### src/rtl/sync_fifo_ctl.sv
// ----------------------------------------------------------------------------
// sync_fifo_ctl
// Parametrised single-clock FIFO with count-based full/empty, so all DEPTH
// entries are usable and DEPTH need not be a power of two. Provides
// programmable almost-full/almost-empty thresholds, an occupancy count,
// one-cycle overflow/underflow pulses and an optional first-word-fall-through
// read mode.
//
// Handshake: a write is taken on a rising edge when wr_en=1 and full=0; a read
// is taken when rd_en=1 and empty=0. A request made against a full (write) or
// empty (read) FIFO is dropped and reported by a one-cycle overflow/underflow
// pulse on the following cycle. In FWFT mode rd_en acknowledges the word
// already presented on dout.
//
// Ports:
//   clk           clock, rising edge
//   rst           asynchronous active-high reset
//   wr_en, din    write request and data
//   rd_en         read request (FWFT: acknowledge of head)
//   dout          read data
//   empty, full   count == 0 / count == DEPTH
//   almost_empty  count <= AE_LEVEL
//   almost_full   count >= AF_LEVEL
//   count         occupancy 0..DEPTH
//   overflow      pulse: write rejected because FIFO was full
//   underflow     pulse: read rejected because FIFO was empty
// ----------------------------------------------------------------------------
module sync_fifo_ctl #(
    parameter int DWIDTH   = 16,
    parameter int DEPTH    = 8,
    parameter int AF_LEVEL = 6,
    parameter int AE_LEVEL = 2,
    parameter int FWFT     = 0
) (
    input  logic                       clk,
    input  logic                       rst,
    input  logic                       wr_en,
    input  logic [DWIDTH-1:0]          din,
    input  logic                       rd_en,
    output logic [DWIDTH-1:0]          dout,
    output logic                       empty,
    output logic                       full,
    output logic                       almost_empty,
    output logic                       almost_full,
    output logic [$clog2(DEPTH+1)-1:0] count,
    output logic                       overflow,
    output logic                       underflow
);

    localparam int CW = $clog2(DEPTH + 1);
    localparam int PW = $clog2(DEPTH);

    logic [DWIDTH-1:0] mem [DEPTH];
    logic [PW-1:0]     wptr;
    logic [PW-1:0]     rptr;
    logic              wa;
    logic              ra;

    // Wrap explicitly at DEPTH-1 so non-power-of-2 depths work.
    function automatic logic [PW-1:0] ptr_next(input logic [PW-1:0] p);
        return (p == PW'(DEPTH - 1)) ? '0 : p + PW'(1);
    endfunction

    // Flags depend only on the registered count.
    assign empty        = (count == '0);
    assign full         = (count == CW'(DEPTH));
    assign almost_empty = (count <= CW'(AE_LEVEL));
    assign almost_full  = (count >= CW'(AF_LEVEL));

    assign wa = wr_en & ~full;
    assign ra = rd_en & ~empty;

    always_ff @(posedge clk or posedge rst) begin
        if (rst) begin
            wptr      <= '0;
            rptr      <= '0;
            count     <= '0;
            overflow  <= 1'b0;
            underflow <= 1'b0;
        end else begin
            if (wa) wptr <= ptr_next(wptr);
            if (ra) rptr <= ptr_next(rptr);
            case ({wa, ra})
                2'b10:   count <= count + CW'(1);
                2'b01:   count <= count - CW'(1);
                default: count <= count;
            endcase
            overflow  <= wr_en & full;
            underflow <= rd_en & empty;
        end
    end

    // Storage is not reset; stale contents are never visible because the
    // pointers and count are.
    always_ff @(posedge clk) begin
        if (wa) mem[wptr] <= din;
    end

    generate
        if (FWFT != 0) begin : g_fwft
            // Head word presented straight from the array.
            assign dout = mem[rptr];
        end else begin : g_std
            logic [DWIDTH-1:0] dout_r;
            always_ff @(posedge clk or posedge rst) begin
                if (rst)     dout_r <= '0;
                else if (ra) dout_r <= mem[rptr];
            end
            assign dout = dout_r;
        end
    endgenerate

endmodule

### config.mk
export PLATFORM = sky130hd
export DESIGN_NAME = sync_fifo_ctl
export DESIGN_NICKNAME = d
export VERILOG_FILES = /design/src/rtl/sync_fifo_ctl.sv
export SDC_FILE = /design/constraint.sdc
export NUM_CORES = 1
export LEC_CHECK = 0
export BUFFER_PORTS_ARGS = -buffer_cell sky130_fd_sc_hd__buf_2
export CAP_MARGIN = 20
export CORE_MARGIN = 5
export CORE_UTILIZATION = 25
export CTS_BUF_LIST = sky130_fd_sc_hd__clkbuf_4 sky130_fd_sc_hd__clkbuf_8 sky130_fd_sc_hd__clkbuf_16
export CTS_CLUSTER_DIAMETER = 50
export DETAILED_ROUTE_END_ITERATION = 16
export GPL_TIMING_DRIVEN = 0
export HOLD_SLACK_MARGIN = 0.06
export PLACE_DENSITY = 0.45
export SLEW_MARGIN = 20
export SYNTH_ARGS = -nofsm -noshare
export SYNTH_HDL_FRONTEND = slang
export SYNTH_SLANG_ARGS = --single-unit
### constraint.sdc
create_clock -name clk -period 2.85 [get_ports clk]
set_input_delay 0.4275 -clock clk [delete_from_list [all_inputs] [get_ports clk]]
set_output_delay 0.4275 -clock clk [all_outputs]
set_load 0.005 [all_outputs]
After elaboration in Yosys (flattened, before gate mapping). Memories as Yosys holds them, arrays and structs flattened. A register that Yosys moved wholly into a read port is not among the register bits. Index checks and enable logic that the tools add are counted. W data, S select, Z words.

Output and inout port bits: 26. Memories: 1. Bits in writable memories: 128. Input port bits: 20. Flip-flop bits (word level): 12. Word-level logic and storage cells: 30.

Add/subtract/negate cells: 4. Multiplexer cells: 5. Reduce and logical (&&, ||, !) cells: 2. Equal/unequal tests: 5. Bitwise gates (word level): 6. Order comparisons: 2.

Memory list: mem (depth 8, width 16, rd ports 1, clocked after Yosys merged registers in 1, write ports 1, line 53) `logic [DWIDTH-1:0] mem [DEPTH];`.

Operator list (number): $pmux W4 S2 (1); $add A3 B1 Y3 const B (2); $eq A3 B3 Y1 const B (2); $mux W3 (2); $add A4 B1 Y4 const B (1); $and A1 B1 Y1 (4); $eq A4 B4 Y1 const B (1); $ge A4 B3 Y1 const B (1); $le A4 B2 Y1 const B (1); $logic_not A4 Y1 (1); $sub A4 B1 Y4 const B (1); $eq A2 B1 Y1 const B (1); $eq A2 B2 Y1 const B (1); $mux W1 (2); $not A1 Y1 (2); $reduce_bool A2 Y1 (1).

Depth between registers and ports, before layout. Gate-level depths: netlist of run 1.

Word-level depth: 5. Mapped depth: 13. Depth with buffers taken out: 10.

Least setup slack after synthesis of run 1. OpenSTA, ideal clock, no wires.

Kind: reg-to-reg. Start: reg count[2]. End: mem mem[0][0], enable pin. Data arrival time: 2577 ps. Clock period less this slack: 3008 ps. Path slack: -158 ps. Cell stages (with the launch flop): 6. Library setup time: 430 ps. Required time: 2420 ps. Path buffers: 2. Cell sequence: dfrtp_1 > clkbuf_1 > nor4b_2 > nand2b_1 > buf_4 > nor4_1.

Cells in the longest elaborated chain, start to end: 5.

Ends and longest elaborated chain: from (decl) (line 45) `output logic [$clog2(DEPTH+1)-1:0] count,`; from (signal assigned) (line 84) `2'b10: count <= count + CW'(1);`; from (signal assigned) (line 85) `2'b01: count <= count - CW'(1);`; from (signal assigned) (line 86) `default: count <= count;`; $eq A4 B4 Y1 (line 66) `assign full = (count == CW'(DEPTH));`; named net full (line 42) `output logic full,`; $not A1 Y1 (line 70) `assign wa = wr_en & ~full;`; $and A1 B1 Y1 (line 70); $mux W1 (line 96) `if (wa) mem[wptr] <= din;`; $mux W1 (implied by the code) (line 96); to (decl) (line 53).

The timed path passes the listed nets, and every way through them passes these cells.

Final worst setup path of run 1.
Start: reg count[1]. End: reg count[2].

Cells in the longest elaborated chain, start to end: 5. Elaborated cells between the ends (all ways): 12. Classes of those cells: add/sub (2); eq/ne (3); mux (1); bitwise (4); reduce/logical (2).

Ends and longest elaborated chain: $logic_not A4 Y1 (*) (line 65) `assign empty = (count == '0);`; $not A1 Y1 (*) (line 71) `assign ra = rd_en & ~empty;`; $and A1 B1 Y1 (*) (line 71); named net ra (line 57) `logic ra;`; $eq A2 B1 Y1 or $eq A2 B2 Y1 (tied branches) (line 83) `case ({wa, ra})`; $pmux W4 S2 or $reduce_bool A2 Y1 (tied branches).

The timed path passes the listed nets; every way through them passes the cells marked *. A chain may end at the register's enable or synchronous reset.

==> run metrics, run 1 <==
outcome finished clean; WL/cell 18.8 um; DRC 0; antenna violations before repair 1; total track usage 0.106; clk_skew 6.08 ps; Fillers between 2k and 2.5k; post-DR vias/cell around 4.3; Leak 2.73 nW; Worst-path clk slew 60 ps; slowest cell on the critical path dfrtp_1; Worst slew margin 0.458; Met2 Wirelength 6930 um; DR pass1 iterations 4; synth unique cells 34; Critical Path Source Type flop; CP Max Fanout 19; most frequent cell after synthesis edfxtp_1; Critical Path AT slightly below 3000 ps; PD cells ~1000 nW/um^2; area grow syn2layout 22.6%; Crit path top cell by count xor2_1; EDFF count, synth 128; max layer used met5; final instance area 7590 sq um; Synth Register Bits between 150 and 200; Syn Inst Count 364; cell family with most CP delay simple AND/OR/NAND/NOR gates; share of cells above drive strength 1 0.324; Initial Utilization 0.254; Async S/R FF share, synth 0.179; Core Rows 57; Die X-Extent 167 um; clock sinks 156; max-cap viol count 0; critical path endpoint category flop; Commonest cells post-synth edfxtp_1, mux2_2, mux2i_1; slowest stage delay, CP between 300 and 400 ps; WL met1 6760 um; min Tclk post-route 2600 ps; main combinational cell family by area after synthesis multiplexers; dpl ws -7.99 ps; first-pass GRT wire length 21900 um; IO Pins 46; Register Area 4540 sq um; worst hold-check path type input port to asynchronous set/reset pin; Peak Freq 0.385 GHz; Synth warnings 0; gr ovfl total 0; CTS tree done; nets between 400 and 500; Req. time, crit path roughly 3100 ps; DRT iter0 DRCs between 200 and 250; Ant. Diodes 0; area leader, netlist edfxtp_1; Skew-Pair Late Insertion Delay roughly 420 ps; largest net degree at the start of global routing 29; full die area 28000 sq um; Simple-Gate Fraction of Synth Area 0.0416; H-Tree Level Count 4; via count roughly 3.4k; ANT nets after route 0; vias in the first global route 3488; xor/xnor share of the synthesized area 0.00707; Max Slew Vio Count 0; RSZ-0062 raised after global routing no; Routability Congestion 0.723; dpl hpwl 9660 um; syn_nets 391; critical path type flop to flop; Post-Place Cell Area 6980 sq um; Port Buffers 45; Final setup viols 0; worst-path cell chain buf_2, nor4_2, nand2b_2, buf_8, inv_1, ha_1, xor2_1, ha_1, a21oi_1, xor2_1, nor2_1, xor2_1; sequential area share after synthesis 0.734; buffer depth of the longest clock path 2; crit share post-route 0.911; core area approximately 24000 sq um; post-CTS setup buffer count 0; most used flip-flop cell after synthesis edfxtp_1; CTS Root Cell clkbuf_16; Chip Height 167 um; Multi-input gate area 1560 sq um; slew at the pin closest to its max-slew limit ~800 ps; Num CTS Buffers 17; fraction of synthesized area in multiplexers 0.115; Post-Syn Area 6190 sq um; Max rail drop VDD 0.330 mV; Synth top area share 0.621; compound-cell area share of the yosys netlist 0.0641; Adder-Cell Fraction of Synth Area 0.0141; top post-synthesis cells by area edfxtp_1, dfrtp_1, mux2_2; final hold violations 0; Worst Path Buf+Inv 3; met3 wire length approximately 670 um; DRT Wirelength 14500 um; final worst slack 254 ps; Synth Area per Inst 17.0 sq um
metrics by stage:
| step | power (mW) | hold slack [ps] | cells | setup TNS [ps] | utilization |
|---|---|---|---|---|---|
| after floorplan | 4.75 | 478 | 364 | 0 | - |
| after global placement | 5.58 | 478 | 733 | -81900 | 0.280 |
| after detailed placement | 5.72 | 481 | 744 | -7.99 | 0.286 |
| after CTS | 8.04 | 140 | 775 | 0 | 0.311 |
| after global routing | 8.38 | 172 | 775 | 0 | 0.311 |
| final | 7.92 | 108 | 775 | 0 | 0.311 |
per-layer routing:
layer | GRT usage | vias up
li1 | - | 1569
met1 | 0.142 | 1696
met2 | 0.169 | 70
met3 | 0.0302 | 14
met4 | 0.0339 | 2
met5 | 0 | -
flip-flops by register name, summed over array words and instances, names as in the netlist:
name       count
overflow       1
mem          128
underflow      1
wptr           3
dout          16
count          4
rptr           3
where the power goes:
group	internal, mW	leakage (nW)	switching, mW
logic	1.08	0.941	1.34
clock network	1.40	0.289	0.902
registers	2.95	1.50	0.248
total	5.43	2.73	2.49
repair_timing:
item,in CTS,in global routing
hold buffers,0,0
gates resized for setup,0,3
pin swaps,0,0
setup endpoints to repair,1,1
cloned,0,0
hold endpoints to repair,0,0
logic make-up (layout without fill, tap and decap cells):
| family | after synthesis | after routing |
|---|---|---|
| flip-flops | 156 | 156 |
| adder cells (fa/ha/maj) | 7 | 7 |
| AND/OR/NAND/NOR | 50 | 50 |
| buffers and inverters | 22 | 109 |
| multiplexers | 67 | 67 |
| AO/OA/AOI/OAI | 57 | 57 |
| XOR/XNOR | 5 | 5 |
layout make-up:
| class | count | area share |
|---|---|---|
| sequential | 156 | 0.599 |
| multi-input combinational | 186 | 0.205 |
| clock buffer | 19 | 0.0580 |
| tap | 324 | 0.0534 |
| timing repair buffer | 56 | 0.0435 |
| clock inverter | 13 | 0.0218 |
| buffer | 19 | 0.0185 |
| inverter | 2 | 0.000989 |
final timing paths:
kind / start / end / slack (ps) / cells after the start
max: count[1]$_DFFE_PP0P_ / count[2]$_DFFE_PP0P_ / 250 / 12
max in group asynchronous: rst / dout[3]$_DFFE_PP0P_ / 2300 / 2
min: rst / dout[10]$_DFFE_PP0P_ / 110 / 2
min in group clk: rd_en / underflow$_DFF_PP0_ / 250 / 2
max reg2reg: count[1]$_DFFE_PP0P_ / count[2]$_DFFE_PP0P_ / 250 / 12
min reg2reg: dout[10]$_DFFE_PP0P_ / dout[10]$_DFFE_PP0P_ / 480 / 2
cells in the final DEF (no fill, tap or decap), drive strengths merged:
| master | count |
|---|---|
| edfxtp | 128 |
| buf | 68 |
| mux2 | 35 |
| mux2i | 32 |
| dfrtp | 28 |
| clkbuf | 26 |
| nand2 | 21 |
| o21ai | 20 |
| o22ai | 16 |
| a221o | 16 |
| nand2b | 8 |
| ha | 7 |
| nor3 | 6 |
| nor2 | 6 |
| inv | 5 |
| clkinv | 4 |
| xor2 | 3 |
| clkinvlp | 3 |
| bufinv | 3 |
| a21o | 2 |
| xnor2 | 2 |
| and2 | 2 |
| nor4 | 2 |
| nor2b | 1 |
| nor4b | 1 |
| a21oi | 1 |
| nand3b | 1 |
| a211oi | 1 |
| nor3b | 1 |
| or3b | 1 |
| a32oi | 1 |
Power figures use the tool's default switching activity.
==> run 2, diff against run 1 <==
- CORE_MARGIN: 5 -> not set
- clock period: 2.85 -> 2.3 ns (I/O delays scaled with it)
==> run metrics, run 2 (same netlist as run 1, synthesis figures left out) <==
clock sinks 156 (unchanged); dpl hpwl 9700 um (+0.37%); outcome finished clean; CTS tree done; CTS Root Cell clkbuf_16; cell family with most CP delay simple AND/OR/NAND/NOR gates; total track usage 0.125 (+0.0189); Switching Fraction 0.332 (+0.0172); Met2 Wirelength 7270 um (+5.0%); largest net degree at the start of global routing 29 (unchanged); Num CTS Buffers 17 (unchanged); Post-Place Cell Area 7020 sq um (+0.52%); Internal 6.74 mW (+24%); vias in the first global route 3552 (+1.8%); PD cells 1300 nW/um^2 (+25%); commonest cells after routing, fill and taps aside edfxtp_1, buf_2, mux2_2, mux2i_1, dfrtp_1; Final setup viols 0 (unchanged); hold_buf cts 0 (unchanged); share of cells above drive strength 1 0.346 (+0.0227); Cell Count, Final, Fillers Out 783 (+1.0%); Register Area 4550 sq um (about the same); Core Rows 57 (unchanged); ANT nets after route 0 (unchanged); dpl ws -438 ps (-430 ps); WL met1 6830 um (+1.1%); via count 3442 (+2.7%); final total power 10.1 mW (+27%); area grow syn2layout 25.0%; buffer depth of the longest clock path 2 (unchanged); worst-path cell chain nor2_1, clkbuf_1, a221o_1, o21ai_1; Comb power frac 0.318 (+0.012); clk_skew 9.64 ps (+3.56 ps); commonest non-fill, non-tap cell in the layout edfxtp_1; Seq pwr share 0.393 (-0.010); core area 24300 sq um (-0.29%); IO Pins 46 (unchanged); Max Slew Vio Count 0 (unchanged); slowest stage delay, CP 640 ps (+270 ps); Skew-Pair Late Insertion Delay 440 ps (+20 ps); Peak Freq 0.447 GHz (+16%); DRT Wirelength 15200 um (+4.7%); gr ovfl total 0 (unchanged); Max rail drop VDD 0.433 mV (+31%); DR pass1 iterations 4 (unchanged); Req. time, crit path 2610 ps (-530 ps); Fillers 2353 (-3.9%); Worst Path Buf+Inv 1 (-2); Critical Path Source Type flop; WL/cell 19.4 um (+3.6%); H-Tree Level Count 4 (unchanged); Initial Utilization 0.255 (+0.000745); Worst slew margin 0.467 (+0.00831); CP Max Fanout 10 (-9); critical path type flop to flop; Multi-input gate area 1620 sq um (+4.1%); RSZ-0062 raised after global routing yes; Routability Congestion 0.703 (-2.8%); slowest cell on the critical path nor2_1; DRT iter0 DRCs 225 (-2.6%); net switching power 3.35 mW (+34%); Chip Height 159 um (-4.8%); Fin Hold WS 43.0 ps (-65.2 ps); final instance area 7740 sq um (+2.0%); Leak 2.81 nW (+2.8%); antenna violations before repair 1 (unchanged); max reg flops 128 (unchanged); Ant. Diodes 0 (unchanged); critical path endpoint category flop; crit share post-route 0.972 (+0.0610); Die X-Extent 159 um (-4.8%); min Tclk post-route 2240 ps (-361 ps); largest reg by FF count mem; full die area 25400 sq um (-9.3%); final worst slack 64.6 ps (-189 ps); worst hold-check path type input port to asynchronous set/reset pin; max layer used met5; met3 wire length 949 um (+41%); DRC 0 (unchanged); Critical Path AT 2550 ps (-340 ps); final hold violations 0 (unchanged); max-cap viol count 0 (unchanged); nets 473 (+1.7%); power share of the clock group 0.290 (about the same); Placed Cells 743 (-0.13%); post-DR vias/cell 4.40 (+1.7%); Worst-path clk slew 60 ps (about the same); first-pass GRT wire length 22600 um (+3.3%); slew at the pin closest to its max-slew limit 797 ps (-12.4 ps); Port Buffers 45 (unchanged)
## run 2: cell types whose count changed in the layout (fill, tap and decap cells not counted), sizes merged
cell	change
clkinvlp	-3
inv	+6
bufinv	-1
clkbuf	-2
buf	+7
nand2b	+1
## run 2: layout make-up
type	count	share of cell area
Sequential cell	156	0.587
Multi-Input combinational cell	187	0.209
Clock buffer	17	0.0549
Timing Repair Buffer	64	0.0525
Tap cell	324	0.0524
Clock inverter	15	0.0250
Buffer	18	0.0179
Inverter	2	0.000970
## run 2: worst paths after layout
path / startpoint / endpoint / slack (ps) / depth (start not counted)
setup / recovery: rptr[1]$_DFFE_PP0P_ / dout[12]$_DFFE_PP0P_ / 60 / 4
hold / removal: rst / underflow$_DFF_PP0_ / 40 / 2
setup reg to reg: rptr[1]$_DFFE_PP0P_ / dout[12]$_DFFE_PP0P_ / 60 / 4
hold reg to reg: dout[8]$_DFFE_PP0P_ / dout[8]$_DFFE_PP0P_ / 480 / 2
max in group asynchronous: rst / count[0]$_DFFE_PP0P_ / 1750 / 2
min in group clk: din[1] / mem[5][1]$_DFFE_PP_ / 180 / 1
## run 2: metal layers
layer	up-vias	track usage
met5	-	0
met4	2	0.0354
met3	18	0.0370
met2	93	0.204
met1	1741	0.161
li1	1588	-
## run 2: worst register-to-register path, cell delays in order (launching register included)
cell and delay, ps:
dfrtp_1 430, nor2_1 640, clkbuf_1 610, a221o_1 360, o21ai_1 80
## run 2: power groups by stage
stage | registers, mW | logic (mW) | clock network, mW
5_1_grt | 4.03 | 3.44 | 3.10
6_report | 3.96 | 3.20 | 2.92
4_1_cts | 3.96 | 3.22 | 2.99
3_3_place_gp | 3.99 | 2.99 | 0
2_1_floorplan | 3.96 | 1.96 | 0
3_5_place_dp | 4.02 | 3.16 | 0
## run 2: through the flow
| step | util | setup TNS, ps |
|---|---|---|
| final | 0.318 | 0 |
| after global routing | 0.318 | -56.2 |
| after CTS | 0.315 | 0 |
| after detailed placement | 0.289 | -896 |
| after global placement | 0.282 | -134890 |
| after floorplan | - | -10900 |
## run 2: repair_timing
action	4_1_cts	5_1_grt
gates resized for setup	4	6
endpoints found under the setup margin	3	23
cloned	1	0
buffers inserted	2	7
pin swaps	2	3
==> run 3, diff against run 2 <==
- BUFFER_PORTS_ARGS: -buffer_cell sky130_fd_sc_hd__buf_2 -> -buffer_cell sky130_fd_sc_hd__clkbuf_2
- CORE_UTILIZATION: 25 -> 54
- PLACE_DENSITY: 0.45 -> 0.8
==> run metrics, run 3 (same netlist as run 1, synthesis figures left out) <==
outcome finished clean; dpl ws -369 ps (+68.9 ps); Internal 7.27 mW (+7.9%); Leak 2.86 nW (+1.8%); Num CTS Buffers 17 (unchanged); Initial Utilization 0.564 (+0.309); core area 11000 sq um (-55%); via count 3580 (+4.0%); GR Util met2 0.390 (+0.186); CP Max Fanout 9 (-1); Fillers 705 (-70%); critical path type flop to flop; Port Buffers 45 (unchanged); cell family with most CP delay simple AND/OR/NAND/NOR gates; CTS tree done; met1 GRT Util 0.309 (+0.148); GR peak layer met2; commonest non-fill, non-tap cell in the layout edfxtp_1; commonest cells after routing, fill and taps aside edfxtp_1, clkbuf_2, mux2_2, mux2i_1, dfrtp_1; full die area 11900 sq um (-53%); net switching power 3.03 mW (-9.4%); slowest cell on the critical path nor2_2; total track usage 0.243 (+0.118); clock sinks 156 (unchanged); Ant. Diodes 0 (unchanged); worst hold-check path type input port to flop; largest reg by FF count mem; Max Slew Vio Count 0 (unchanged); vias in the first global route 3592 (+1.1%); min Tclk post-route 2240 ps (+0.127 ps); Critical Path Source Type flop; Skew-Pair Late Insertion Delay 420 ps (-20 ps); WL/cell 22.1 um (+14%); Fin Hold WS 193 ps (+150 ps); largest net degree at the start of global routing 29 (unchanged); final worst slack 64.5 ps (-0.127 ps); crit share post-route 0.972 (about the same); slew at the pin closest to its max-slew limit 681 ps (-116 ps); PD cells 1360 nW/um^2 (+4.1%); Worst-path clk slew 60 ps (about the same); max-cap viol count 0 (unchanged); slowest stage delay, CP 610 ps (-30 ps); DR pass1 iterations 5 (+1); Worst slew margin 0.544 (+0.0771); Die X-Extent 109 um (-32%); Req. time, crit path 2420 ps (-190 ps); worst-path cell chain nor4b_4, buf_4, nand3b_1, nor2_2, buf_6; nets 476 (+0.63%); buffer depth of the longest clock path 2 (unchanged); share of cells above drive strength 1 0.353 (+0.00641); CTS Root Cell clkbuf_16; DRC 0 (unchanged); max reg flops 128 (unchanged); critical path endpoint category flop; Peak Freq 0.447 GHz (about the same); final hold violations 0 (unchanged); met3 GRT Util 0.0574 (+0.0204); H-Tree Level Count 4 (unchanged); area grow syn2layout 22.7%; ANT nets after route 0 (unchanged); Worst Path Buf+Inv 2 (+1); clk_skew 9.98 ps (+0.336 ps); antenna violations before repair 0 (-1); Chip Height 109 um (-32%); dpl hpwl 8120 um (-16%); Routability Congestion 0.732 (+4.2%); RSZ-0062 raised after global routing yes; IO Pins 46 (unchanged); Final setup viols 0 (unchanged); DRT iter0 DRCs 280 (+24%); Seq pwr share 0.385 (-0.008); Max rail drop VDD 0.724 mV (+67%); Critical Path AT 2350 ps (-200 ps); Comb power frac 0.307 (-0.011); Core Rows 38 (-33%); Switching Fraction 0.295 (-0.0374); DRT Wirelength 13300 um (-13%); slack of the worst reg-to-reg path 60 ps (about the same); gr ovfl total 0 (unchanged); power share of the clock group 0.308 (+0.018); first-pass GRT wire length 20000 um (-11%); post-DR vias/cell 5.95 (+35%)
==> run 3: changes by cell type in the layout (fill, tap and decap cells not counted), sizes merged <==
cell / before / now
inv: 11 / 2
clkbuf: 24 / 76
bufinv: 2 / 6
dlygate4sd3: 0 / 1
buf: 75 / 33
clkinv: 4 / 1
==> run 3: worst register-to-register path: cells and delay by family, from the launching register on <==
kind | cells | cell delay, ps
flip-flops | 1 | 460
AND/OR/NAND/NOR | 3 | 1080
buffers and inverters | 2 | 400
==> run 3: what timing repair did <==
| action | CTS | global route |
|---|---|---|
| gates resized for setup | 3 | 9 |
| buffers inserted | 3 | 7 |
| hold buffers | 1 | 0 |
| pin swaps | 1 | 4 |
| setup endpoints to repair | 3 | 25 |
| cloned | 1 | 0 |
| hold endpoints to repair | 28 | 0 |
==> run 3: worst paths after layout <==
kind	startpoint	to	depth (start not counted)
setup / recovery	count[3]$_DFFE_PP0P_	mem[5][1]$_DFFE_PP_	5
hold / removal	din[12]	mem[4][12]$_DFFE_PP_	1
setup reg to reg	count[3]$_DFFE_PP0P_	mem[5][1]$_DFFE_PP_	5
hold reg to reg	dout[8]$_DFFE_PP0P_	dout[8]$_DFFE_PP0P_	2
max in group asynchronous	rst	count[0]$_DFFE_PP0P_	3
min in group asynchronous	rst	dout[12]$_DFFE_PP0P_	3
==> run 3: layout make-up <==
cell class,count,area [sq um],share of cell area
Multi-Input combinational cell,187,1610,0.211
Timing Repair Buffer,67,435,0.0573
Tap cell,140,175,0.0231
Clock buffer,25,498,0.0656
Sequential cell,156,4550,0.598
Buffer,18,143,0.0188
Clock inverter,7,185,0.0244
Inverter,2,7.51,0.000988
==> run 3: power by group through the flow <==
stage                     sequential, mW  combinational (mW)  clock [mW]
after detailed placement            4.02                2.95           0
after global routing                4.02                3.40        3.32
after global placement              3.98                2.76           0
final                               3.96                3.17        3.17
after floorplan                     3.96                1.96           0
after CTS                           3.97                3.07        3.20
==> run 3: metrics by stage <==
step	util	total power, mW	cells	setup TNS, ps	area, sq um
after floorplan	-	5.92	364	-10900	6220
after global placement	0.603	6.74	549	-91680	6630
after detailed placement	0.617	6.98	560	-757	6780
after CTS	0.683	10.2	595	0	7510
after global routing	0.692	10.7	602	-27.4	7600
final	0.692	10.3	602	0	7600
==> run 3: routing by layer <==
layer	vias to the layer above	part of all wire
met3	33	0.066
met4	0	0.027
met2	135	0.51
met1	1816	0.40
li1	1596	-
met5	-	0
